**config.mk**
```make
export PLATFORM = sky130hd
export DESIGN_NAME = conf_cal_ctrl
export DESIGN_NICKNAME = d
export VERILOG_FILES = /design/src/rtl/conf_cal_pkg.sv /design/src/rtl/conf_therm_enc.sv /design/src/rtl/conf_cal_ctrl.sv
export SDC_FILE = /design/constraint.sdc
export NUM_CORES = 1
export LEC_CHECK = 0
export BUFFER_PORTS_ARGS = -buffer_cell sky130_fd_sc_hd__buf_2
export CAP_MARGIN = 15
export CELL_PAD_IN_SITES_DETAIL_PLACEMENT = 0
export CELL_PAD_IN_SITES_GLOBAL_PLACEMENT = 1
export CORE_MARGIN = 4
export CORE_UTILIZATION = 42
export DETAILED_ROUTE_END_ITERATION = 6
export HOLD_SLACK_MARGIN = 0.1
export PLACE_DENSITY = 0.85
export SKIP_CTS_REPAIR_TIMING = 1
export SKIP_LAST_GASP = 1
export SYNTH_ARGS = -nofsm -noshare
export SYNTH_HDL_FRONTEND = slang
export SYNTH_SLANG_ARGS = --single-unit
```
**constraint.sdc**
```tcl
create_clock -name CLK -period 3.1 [get_ports CLK]
set_input_delay 0.155 -clock CLK [delete_from_list [all_inputs] [get_ports CLK]]
set_output_delay 0.155 -clock CLK [all_outputs]
set_load 0.02 [all_outputs]
```
**src/rtl/conf_cal_pkg.sv**
```systemverilog
// Shared types and constants for the inverter-chain calibration controller.
// Holds the FSM state encoding, feedback decode values and parameter defaults.
package conf_cal_pkg;

    localparam int DEF_CONF_BITS     = 16;
    localparam int DEF_SETTLE_CYCLES = 8;
    localparam int DEF_LOCK_COUNT    = 4;
    localparam int DEF_MAX_STEPS     = 40;

    // Sampled {O_INVU, O_INVD}; the other two codes count as balanced.
    localparam logic [1:0] UP_DOM = 2'b10;
    localparam logic [1:0] DN_DOM = 2'b01;

    typedef enum logic [2:0] {
        S_IDLE,
        S_SETTLE,
        S_SAMPLE,
        S_ADJUST,
        S_LOCK,
        S_FAIL
    } cal_state_e;

endpackage

```
**src/rtl/conf_therm_enc.sv**
```systemverilog
// Index to thermometer-code conversion: the low idx_i bits of nconf_o are set,
// pconf_o is the bitwise complement.
module conf_therm_enc #(
    parameter int CONF_BITS = 16,
    parameter int IDX_W     = $clog2(CONF_BITS + 1)
) (
    input  logic [IDX_W-1:0]     idx_i,
    output logic [CONF_BITS-1:0] nconf_o,
    output logic [CONF_BITS-1:0] pconf_o
);

    always_comb begin
        for (int i = 0; i < CONF_BITS; i++) begin
            nconf_o[i] = (i < int'(idx_i));
        end
        pconf_o = ~nconf_o;
    end

endmodule

```
**src/rtl/conf_cal_ctrl.sv**
```systemverilog
// Inverter-chain calibration controller: nudges the up/down indices until the
// sampled feedback stays balanced. Define CONF_CAL_SYNC_EN to double-flop the feedback inputs.
module conf_cal_ctrl
    import conf_cal_pkg::*;
#(
    parameter int CONF_BITS     = DEF_CONF_BITS,
    parameter int SETTLE_CYCLES = DEF_SETTLE_CYCLES,
    parameter int LOCK_COUNT    = DEF_LOCK_COUNT,
    parameter int MAX_STEPS     = DEF_MAX_STEPS
) (
    input  logic                 CLK,
    input  logic                 RST,
    input  logic                 START,
    input  logic                 O_INVU,
    input  logic                 O_INVD,
    output logic [CONF_BITS-1:0] INVU_NCONF,
    output logic [CONF_BITS-1:0] INVU_PCONF,
    output logic [CONF_BITS-1:0] INVD_NCONF,
    output logic [CONF_BITS-1:0] INVD_PCONF,
    output logic                 BUSY,
    output logic                 LOCKED,
    output logic                 FAIL
);

    localparam int IDX_W   = $clog2(CONF_BITS + 1);
    localparam int SET_W   = $clog2(SETTLE_CYCLES + 1);
    localparam int MATCH_W = $clog2(LOCK_COUNT + 1);
    localparam int STEP_W  = $clog2(MAX_STEPS + 1);

    localparam logic [IDX_W-1:0]     IDX_ONE    = IDX_W'(1);
    localparam logic [IDX_W-1:0]     IDX_MAX    = IDX_W'(CONF_BITS);
    localparam logic [IDX_W-1:0]     IDX_MID    = IDX_W'(CONF_BITS / 2);
    localparam logic [SET_W-1:0]     SET_ONE    = SET_W'(1);
    localparam logic [SET_W-1:0]     SET_LAST   = SET_W'(SETTLE_CYCLES - 1);
    localparam logic [MATCH_W-1:0]   MATCH_ONE  = MATCH_W'(1);
    localparam logic [MATCH_W-1:0]   MATCH_LOCK = MATCH_W'(LOCK_COUNT);
    localparam logic [STEP_W-1:0]    STEP_ONE   = STEP_W'(1);
    localparam logic [STEP_W-1:0]    STEP_MAX   = STEP_W'(MAX_STEPS);
    localparam logic [CONF_BITS-1:0] MID_NCONF  = {CONF_BITS{1'b1}} >> (CONF_BITS - CONF_BITS / 2);

    cal_state_e           state_q, state_d;
    logic [IDX_W-1:0]     u_idx_q, u_idx_d, d_idx_q, d_idx_d;
    logic [SET_W-1:0]     settle_q, settle_d;
    logic [MATCH_W-1:0]   match_q, match_d;
    logic [STEP_W-1:0]    step_q, step_d;
    logic [1:0]           sample_q, sample_d;
    logic [1:0]           fb;
    logic [CONF_BITS-1:0] invu_n_d, invu_p_d, invd_n_d, invd_p_d;
    logic [CONF_BITS-1:0] invu_n_q, invu_p_q, invd_n_q, invd_p_q;
    logic                 busy_q, locked_q, fail_q;

`ifdef CONF_CAL_SYNC_EN
    logic [1:0] fb_meta_q, fb_sync_q;

    always_ff @(posedge CLK) begin
        if (RST) begin
            fb_meta_q <= 2'b00;
            fb_sync_q <= 2'b00;
        end else begin
            fb_meta_q <= {O_INVU, O_INVD};
            fb_sync_q <= fb_meta_q;
        end
    end

    assign fb = fb_sync_q;
`else
    assign fb = {O_INVU, O_INVD};
`endif

    always_comb begin
        // NOTE: every combinational output gets a default first so no path can infer a latch.
        state_d  = state_q;
        u_idx_d  = u_idx_q;
        d_idx_d  = d_idx_q;
        settle_d = '0;
        match_d  = match_q;
        step_d   = step_q;
        sample_d = sample_q;
        unique case (state_q)
            S_IDLE, S_LOCK, S_FAIL: begin
                if (START) begin
                    state_d = S_SETTLE;
                    match_d = '0;
                    step_d  = '0;
                end
            end
            S_SETTLE: begin
                if (settle_q == SET_LAST) state_d = S_SAMPLE;
                else                      settle_d = settle_q + SET_ONE;
            end
            S_SAMPLE: begin
                sample_d = fb;
                state_d  = S_ADJUST;
            end
            S_ADJUST: begin
                if (sample_q == UP_DOM || sample_q == DN_DOM) begin
                    // Falls through to FAIL when out of steps or both indices are pinned.
                    state_d = S_FAIL;
                    if (step_q < STEP_MAX) begin
                        if (sample_q == UP_DOM && u_idx_q != '0) begin
                            u_idx_d = u_idx_q - IDX_ONE;
                            state_d = S_SETTLE;
                        end else if (sample_q == UP_DOM && d_idx_q != IDX_MAX) begin
                            d_idx_d = d_idx_q + IDX_ONE;
                            state_d = S_SETTLE;
                        end else if (sample_q == DN_DOM && d_idx_q != '0) begin
                            d_idx_d = d_idx_q - IDX_ONE;
                            state_d = S_SETTLE;
                        end else if (sample_q == DN_DOM && u_idx_q != IDX_MAX) begin
                            u_idx_d = u_idx_q + IDX_ONE;
                            state_d = S_SETTLE;
                        end
                    end
                    if (state_d == S_SETTLE) begin
                        match_d = '0;
                        step_d  = step_q + STEP_ONE;
                    end
                end else begin
                    match_d = match_q + MATCH_ONE;
                    state_d = (match_d == MATCH_LOCK) ? S_LOCK : S_SETTLE;
                end
            end
            default: state_d = S_IDLE;
        endcase
    end

    // Outputs are registered from next-state values so they track the FSM with no extra lag.
    conf_therm_enc #(.CONF_BITS(CONF_BITS), .IDX_W(IDX_W)) u_enc_up (
        .idx_i   (u_idx_d),
        .nconf_o (invu_n_d),
        .pconf_o (invu_p_d)
    );

    conf_therm_enc #(.CONF_BITS(CONF_BITS), .IDX_W(IDX_W)) u_enc_dn (
        .idx_i   (d_idx_d),
        .nconf_o (invd_n_d),
        .pconf_o (invd_p_d)
    );

    always_ff @(posedge CLK) begin
        // NOTE: state registers use non-blocking assignments so all flops update from pre-edge values.
        if (RST) begin
            state_q  <= S_IDLE;
            u_idx_q  <= IDX_MID;
            d_idx_q  <= IDX_MID;
            settle_q <= '0;
            match_q  <= '0;
            step_q   <= '0;
            sample_q <= 2'b00;
            invu_n_q <= MID_NCONF;
            invu_p_q <= ~MID_NCONF;
            invd_n_q <= MID_NCONF;
            invd_p_q <= ~MID_NCONF;
            busy_q   <= 1'b0;
            locked_q <= 1'b0;
            fail_q   <= 1'b0;
        end else begin
            state_q  <= state_d;
            u_idx_q  <= u_idx_d;
            d_idx_q  <= d_idx_d;
            settle_q <= settle_d;
            match_q  <= match_d;
            step_q   <= step_d;
            sample_q <= sample_d;
            invu_n_q <= invu_n_d;
            invu_p_q <= invu_p_d;
            invd_n_q <= invd_n_d;
            invd_p_q <= invd_p_d;
            busy_q   <= (state_d == S_SETTLE) || (state_d == S_SAMPLE) || (state_d == S_ADJUST);
            locked_q <= (state_d == S_LOCK);
            fail_q   <= (state_d == S_FAIL);
        end
    end

    assign INVU_NCONF = invu_n_q;
    assign INVU_PCONF = invu_p_q;
    assign INVD_NCONF = invd_n_q;
    assign INVD_PCONF = invd_p_q;
    assign BUSY       = busy_q;
    assign LOCKED     = locked_q;
    assign FAIL       = fail_q;

endmodule
```
=== Yosys cells after proc, flatten, opt, wreduce, memory -nomap -nowiden ===
Index checks and enable logic that the tools add are counted.

* Register bits after elaboration: 95
* Latch bits: 0
* RAM bits: 0
* Bits in read-only memories: 0
* Bits of input ports: 5
* Output and inout bits: 67
* Logic and storage cells: 126
* Memories kept: 0

* $add $sub $neg: 7
* Multipliers: 0
* Div/mod/pow operators: 0
* Order comparisons: 33
* Eq/ne operators: 21
* Shift operators: 0
* Muxes and demuxes: 33
* Bitwise gates (word level): 3
* Reductions and logical operators: 15

{| class="wikitable"
|+ Operators by type and width
! operator !! count
|-
| $lt 4x5->1 const A || 16
|-
| $mux 5 || 13
|-
| $mux 3 || 14
|-
| $lt 3x5->1 const A || 8
|-
| $not 16->16 || 2
|-
| $lt 1x5->1 const A || 4
|-
| $lt 2x5->1 const A || 4
|-
| $mux 6 || 3
|-
| $eq 3x3->1 const B || 5
|-
| $eq 3x2->1 const B || 4
|-
| $pmux 3 s4 || 1
|-
| $pmux 6 s2 || 1
|-
| $add 5x1->5 const B || 2
|-
| $ne 5x5->1 const B || 2
|-
| $reduce_bool 5->1 || 2
|-
| $sub 5x1->5 const B || 2
|-
| $eq 3x1->1 const B || 3
|-
| $add 6x1->6 const B || 1
|-
| $lt 6x6->1 const B || 1
|-
| $ne 2x2->1 const B || 3
|-
| $pmux 3 s2 || 1
|-
| $reduce_or 3->1 || 2
|-
| $add 4x1->4 const B || 1
|-
| $eq 4x3->1 const B || 1
|-
| other kinds (11) || 16
|}

=== Logic depth before layout (Yosys ltp) ===
* Depth after elaboration: 14
* Gate-level depth with buffers: 11
* Depth with buffers taken out: 9

=== Hierarchy ===
Synthesis repeated with hierarchy kept, for this count alone.

* Cells, all modules: 431
* Area, all modules: 4085.2 um^2

{| class="wikitable"
|+ Modules (own cells, without submodules)
! module !! instances !! cells an instance !! area each (um^2) !! sequential area each (um^2)
|-
| conf_cal_ctrl || 1 || 345 || 3549.7 || 1901.8
|-
| conf_therm_enc || 2 || 43 || 267.8 || 0.0
|}

=== Least setup slack after synthesis ===
Ideal clock, no wire load.

* Path kind: reg-to-reg
* From: register u_idx_q[0]
* To: register invd_p_q[14], in the netlist INVD_PCONF[14]
* Library setup time: 0.120 ns
* Data arrival time: 2.485 ns
* Data required time: 2.980 ns
* Slack: 0.496 ns
* Cell stages (with the launch flop): 9
* Path buffers: 0
* Clock period less this slack: 2.604 ns
* Path through: dfxtp_1 inv_1 ha_1 or4b_4 a2111oi_4 o211ai_2 xnor2_4 nand2_4 o31a_1

* Cells in the longest elaborated chain, start to end: 8

{| class="wikitable"
|+ Ends and longest elaborated chain
! element !! line !! RTL
|-
| start: declaration || conf_cal_ctrl.sv:42 || <nowiki>logic [IDX_W-1:0] u_idx_q, u_idx_d, d_idx_q, d_idx_d;</nowiki>
|-
| start signal: assignment || conf_cal_ctrl.sv:159 || <nowiki>u_idx_q <= u_idx_d;</nowiki>
|-
| $reduce_bool 5->1 || conf_cal_ctrl.sv:100 || <nowiki>if (sample_q == UP_DOM && u_idx_q != '0) begin</nowiki>
|-
| $logic_and 1x1->1 || conf_cal_ctrl.sv:100 ||
|-
| $mux 5 || conf_cal_ctrl.sv:100 ||
|-
| $mux 5 || conf_cal_ctrl.sv:99 || <nowiki>if (step_q < STEP_MAX) begin</nowiki>
|-
| $mux 5 || conf_cal_ctrl.sv:96 || <nowiki>if (sample_q == UP_DOM || sample_q == DN_DOM) begin</nowiki>
|-
| $mux 5 || conf_cal_ctrl.sv:79 || <nowiki>unique case (state_q)</nowiki>
|-
| $lt 4x5->1 || conf_therm_enc.sv:14 || <nowiki>nconf_o[i] = (i < int'(idx_i));</nowiki>
|-
| $not 16->16 || conf_therm_enc.sv:16 || <nowiki>pconf_o = ~nconf_o;</nowiki>
|-
| end signal: assignment || conf_cal_ctrl.sv:153 || <nowiki>invd_p_q <= ~MID_NCONF;</nowiki>
|-
| end signal: assignment || conf_cal_ctrl.sv:168 || <nowiki>invd_p_q <= invd_p_d;</nowiki>
|-
| end: declaration || conf_cal_ctrl.sv:49 || <nowiki>logic [CONF_BITS-1:0] invu_n_q, invu_p_q, invd_n_q, invd_p_q;</nowiki>
|}

No other way between the ends.
A chain may end at the register's enable or synchronous reset.

=== Worst setup path after layout ===
Same ends and word-level chain as after synthesis.

==> impl_metrics.toml <==
[cells_and_area]
design_area_mm2 = 0.00441
num_antenna_cells = 0
fin_nets = 457
drive_gt1_share_pct = 26.4
area_delta_synth_final_pct = 17.6

[worst_hold_path]
min_path_cells = 3
hold_path_class = "primary input to flop"

[global_routing]
grt_usage_pct = 14.6
grt-ovfl-total = 0
grt_max_degree = 35
grt_pass1_wl_um = 12000
grt_pass1_vias = 2639
antenna_found_initial = 0

[worst_setup_path]
cp_cell_sequence = "inv_1 -> ha_1 -> or4b_4 -> a2111oi_4 -> o211ai_2 -> xnor2_4 -> nand2_4 -> o31a_1"
crit_fanout = 8
reg2regPathDepth = 8
path_depth = 8
required_ns = 3.36
cpLargestDelayFamily = "compound AO/OA/AOI/OAI gates"
critical_path_buf_inv_count = 1
r2r_slack_ns = 0.21
start_kind = "flop"
end_kind = "flop"
slowest_stage = "or4b_4"
cpPeakStageDelay_ns = 0.54
critPathKind = "flop to flop"
cp.arrival_ns = 3.15

[sta]
hold_violations = 0
finalSetupViolCount = 0
fin_crit_sh_pct = 93.2
fin_skew_ns = 0.0108
fmax_ghz = 0.346
relSlewSlack_pct = 64.9
slew_viol_final = 0
rsz0062_at_grt = "no"
setup_tns_ns = 0
period_minus_slack_ns = 2.89
tightest_slew_ns = 0.523

[pwr]
cellLeakagePower_uw = 0.00180
p_comb_share_pct = 1.8
p_seq_share_pct = 59.8
p_switching_uw = 484
p_total_uw = 2010
irDropWorstVdd_mv = 0.181
p_sw_share_pct = 24.1
intPower_uw = 1520
pwr-share-clk_pct = 38.4
powerDensity_mw_per_mm2 = 454

[synthesis]
ys.warnings.count = 0
syn_area_per_cell_um2 = 10.2
synth-seq-cells = 93
synth-async-reset-ratio_pct = 0
syn_nets = 384
synthTopCellsByCount = "dfxtp_1, nor2_1, a21oi_1"
synthMostInstantiatedCell = "dfxtp_1"
syn_area_mm2 = 0.00375
syn_inst = 369
ys.flop_type = "dfxtp_1"
synth.top_cell.area_share_pct = 49.6
synth-edff-count = 0
synth_area_leader_cell = "dfxtp_1"
synth_area_leaders = "dfxtp_1, nor2_1, ha_1, a21oi_1, o21a_1"
ys_seq_area_share_pct = 49.6
synth_cell_types = 73

[clocking]
clock-sinks = 93
cts_tree = "built"
clk_pin_slew_ns = 0.10
htreeDepth = 3
clockBufferDepth = 2
clock-root-buffer = "clkbuf_8"
numCtsBuffers = 9
insertion_delay_ns = 0.37

[run]
maxCapViolations = 0

[die]
io_pins = 72
die_h_um = 103
core_area_mm2 = 0.00872
fp.dieW_um = 103
placement_rows = 34
die_area_mm2 = 0.0105
initial_core_util_pct = 43.0

[detailed_routing]
via_per_inst = 5.09
num_vias = 2825
drt_iter0_drc = 111
drc = 0
firstDrtPassIters = 4
post_drt_wl_per_cell_um = 13.2
wl_um = 7350
antenna_left = 0

[outcome]
status = "completed"

[place]
gp_congestion = 0.820
place_area_mm2 = 0.00420
dp_hpwl_um = 5330
port_buffers = 71
worst paths after layout:
kind / from / to
setup / recovery: u_idx_q[0] / INVD_PCONF[14]
hold / removal: RST / u_idx_q[3]
setup reg to reg: u_idx_q[0] / INVD_PCONF[14]
hold reg to reg: settle_q[0] / settle_q[0]
kinds of logic (layout without fill, tap and decap cells):
logic type	Yosys count	in the layout	share of synthesized area (%)
AO/OA/AOI/OAI	102	102	20.5
XOR/XNOR	12	12	3.50
adder cells (fa/ha/maj)	10	10	3.33
buffers and inverters	37	115	4.40
flip-flops	93	93	49.6
multiplexers	3	3	0.934
AND/OR/NAND/NOR	112	112	17.7
routing by layer:
| metal | vias to the layer above | track usage (%) | routed length, um |
|---|---|---|---|
| li1 | 1454 | - | - |
| met2 | 50 | 23.7 | 3510 |
| met3 | 15 | 3.25 | 332 |
| met1 | 1306 | 18.1 | 3330 |
| met5 | - | 0 | 0 |
| met4 | 0 | 7.57 | 183 |
layout by cell type, fill, tap and decap left out, drive strengths merged, types with 4 or more instances in the layout:
cell    instances
o31a            7
nor3b           5
o31ai           8
o21a           14
nor2           37
buf            77
a21oi          23
xor2            5
xnor2           7
and2            9
a21o            6
ha             10
nand3           7
nor3            8
o21ai          19
inv            24
dfxtp          93
or3             4
clkbuf          9
nand2          18
final cells by class:
class	instances	area, um2
timing repair buffer	79	420
multi-input combinational	239	1730
sequential	93	1860
clock inverter	7	65.1
tap	108	135
clock buffer	9	124
inverter	20	75.1
fill	802	4310
sequential cells by signal (all words and copies together) (netlist names), 4 cells and up:
name        cells
INVD_NCONF     15
INVD_PCONF     16
INVU_NCONF     15
INVU_PCONF     16
d_idx_q         5
settle_q        4
step_q          6
u_idx_q         5
worst reg2reg max path, delay by kind of cell (launching register included):
kind | cells | cell delay, ns
and+or+nand+nor | 2 | 0.67
DFF | 1 | 0.39
AOI/OAI and AO/OA | 3 | 0.99
adders and majority gates | 1 | 0.26
xor gates and xnor gates | 1 | 0.38
buffers and inverters | 1 | 0.10
power by group through the flow:
| stage | Clock [uW] | Combinational [uW] | Sequential [uW] |
|---|---|---|---|
| after floorplan | 0 | 22.7 | 1230 |
| after global placement | 0 | 34.2 | 1230 |
| after detailed placement | 0 | 34.3 | 1230 |
| after CTS | 801 | 34.5 | 1200 |
| after global routing | 844 | 41.0 | 1200 |
| final | 770 | 36.1 | 1200 |
per-stage QoR:
stage	worst slack, ns	instances	utilization [%]	hold WS, ns
6_report	0.211	555	50.6	0.162
3_5_place_dp	0.235	537	48.1	0.408
5_1_grt	0.0211	555	50.6	0.151
3_3_place_gp	0.298	537	48.1	0.403
4_1_cts	0.181	553	50.3	0.0162
2_1_floorplan	0.496	369	-	0.294
Power figures use the tool's default switching activity.
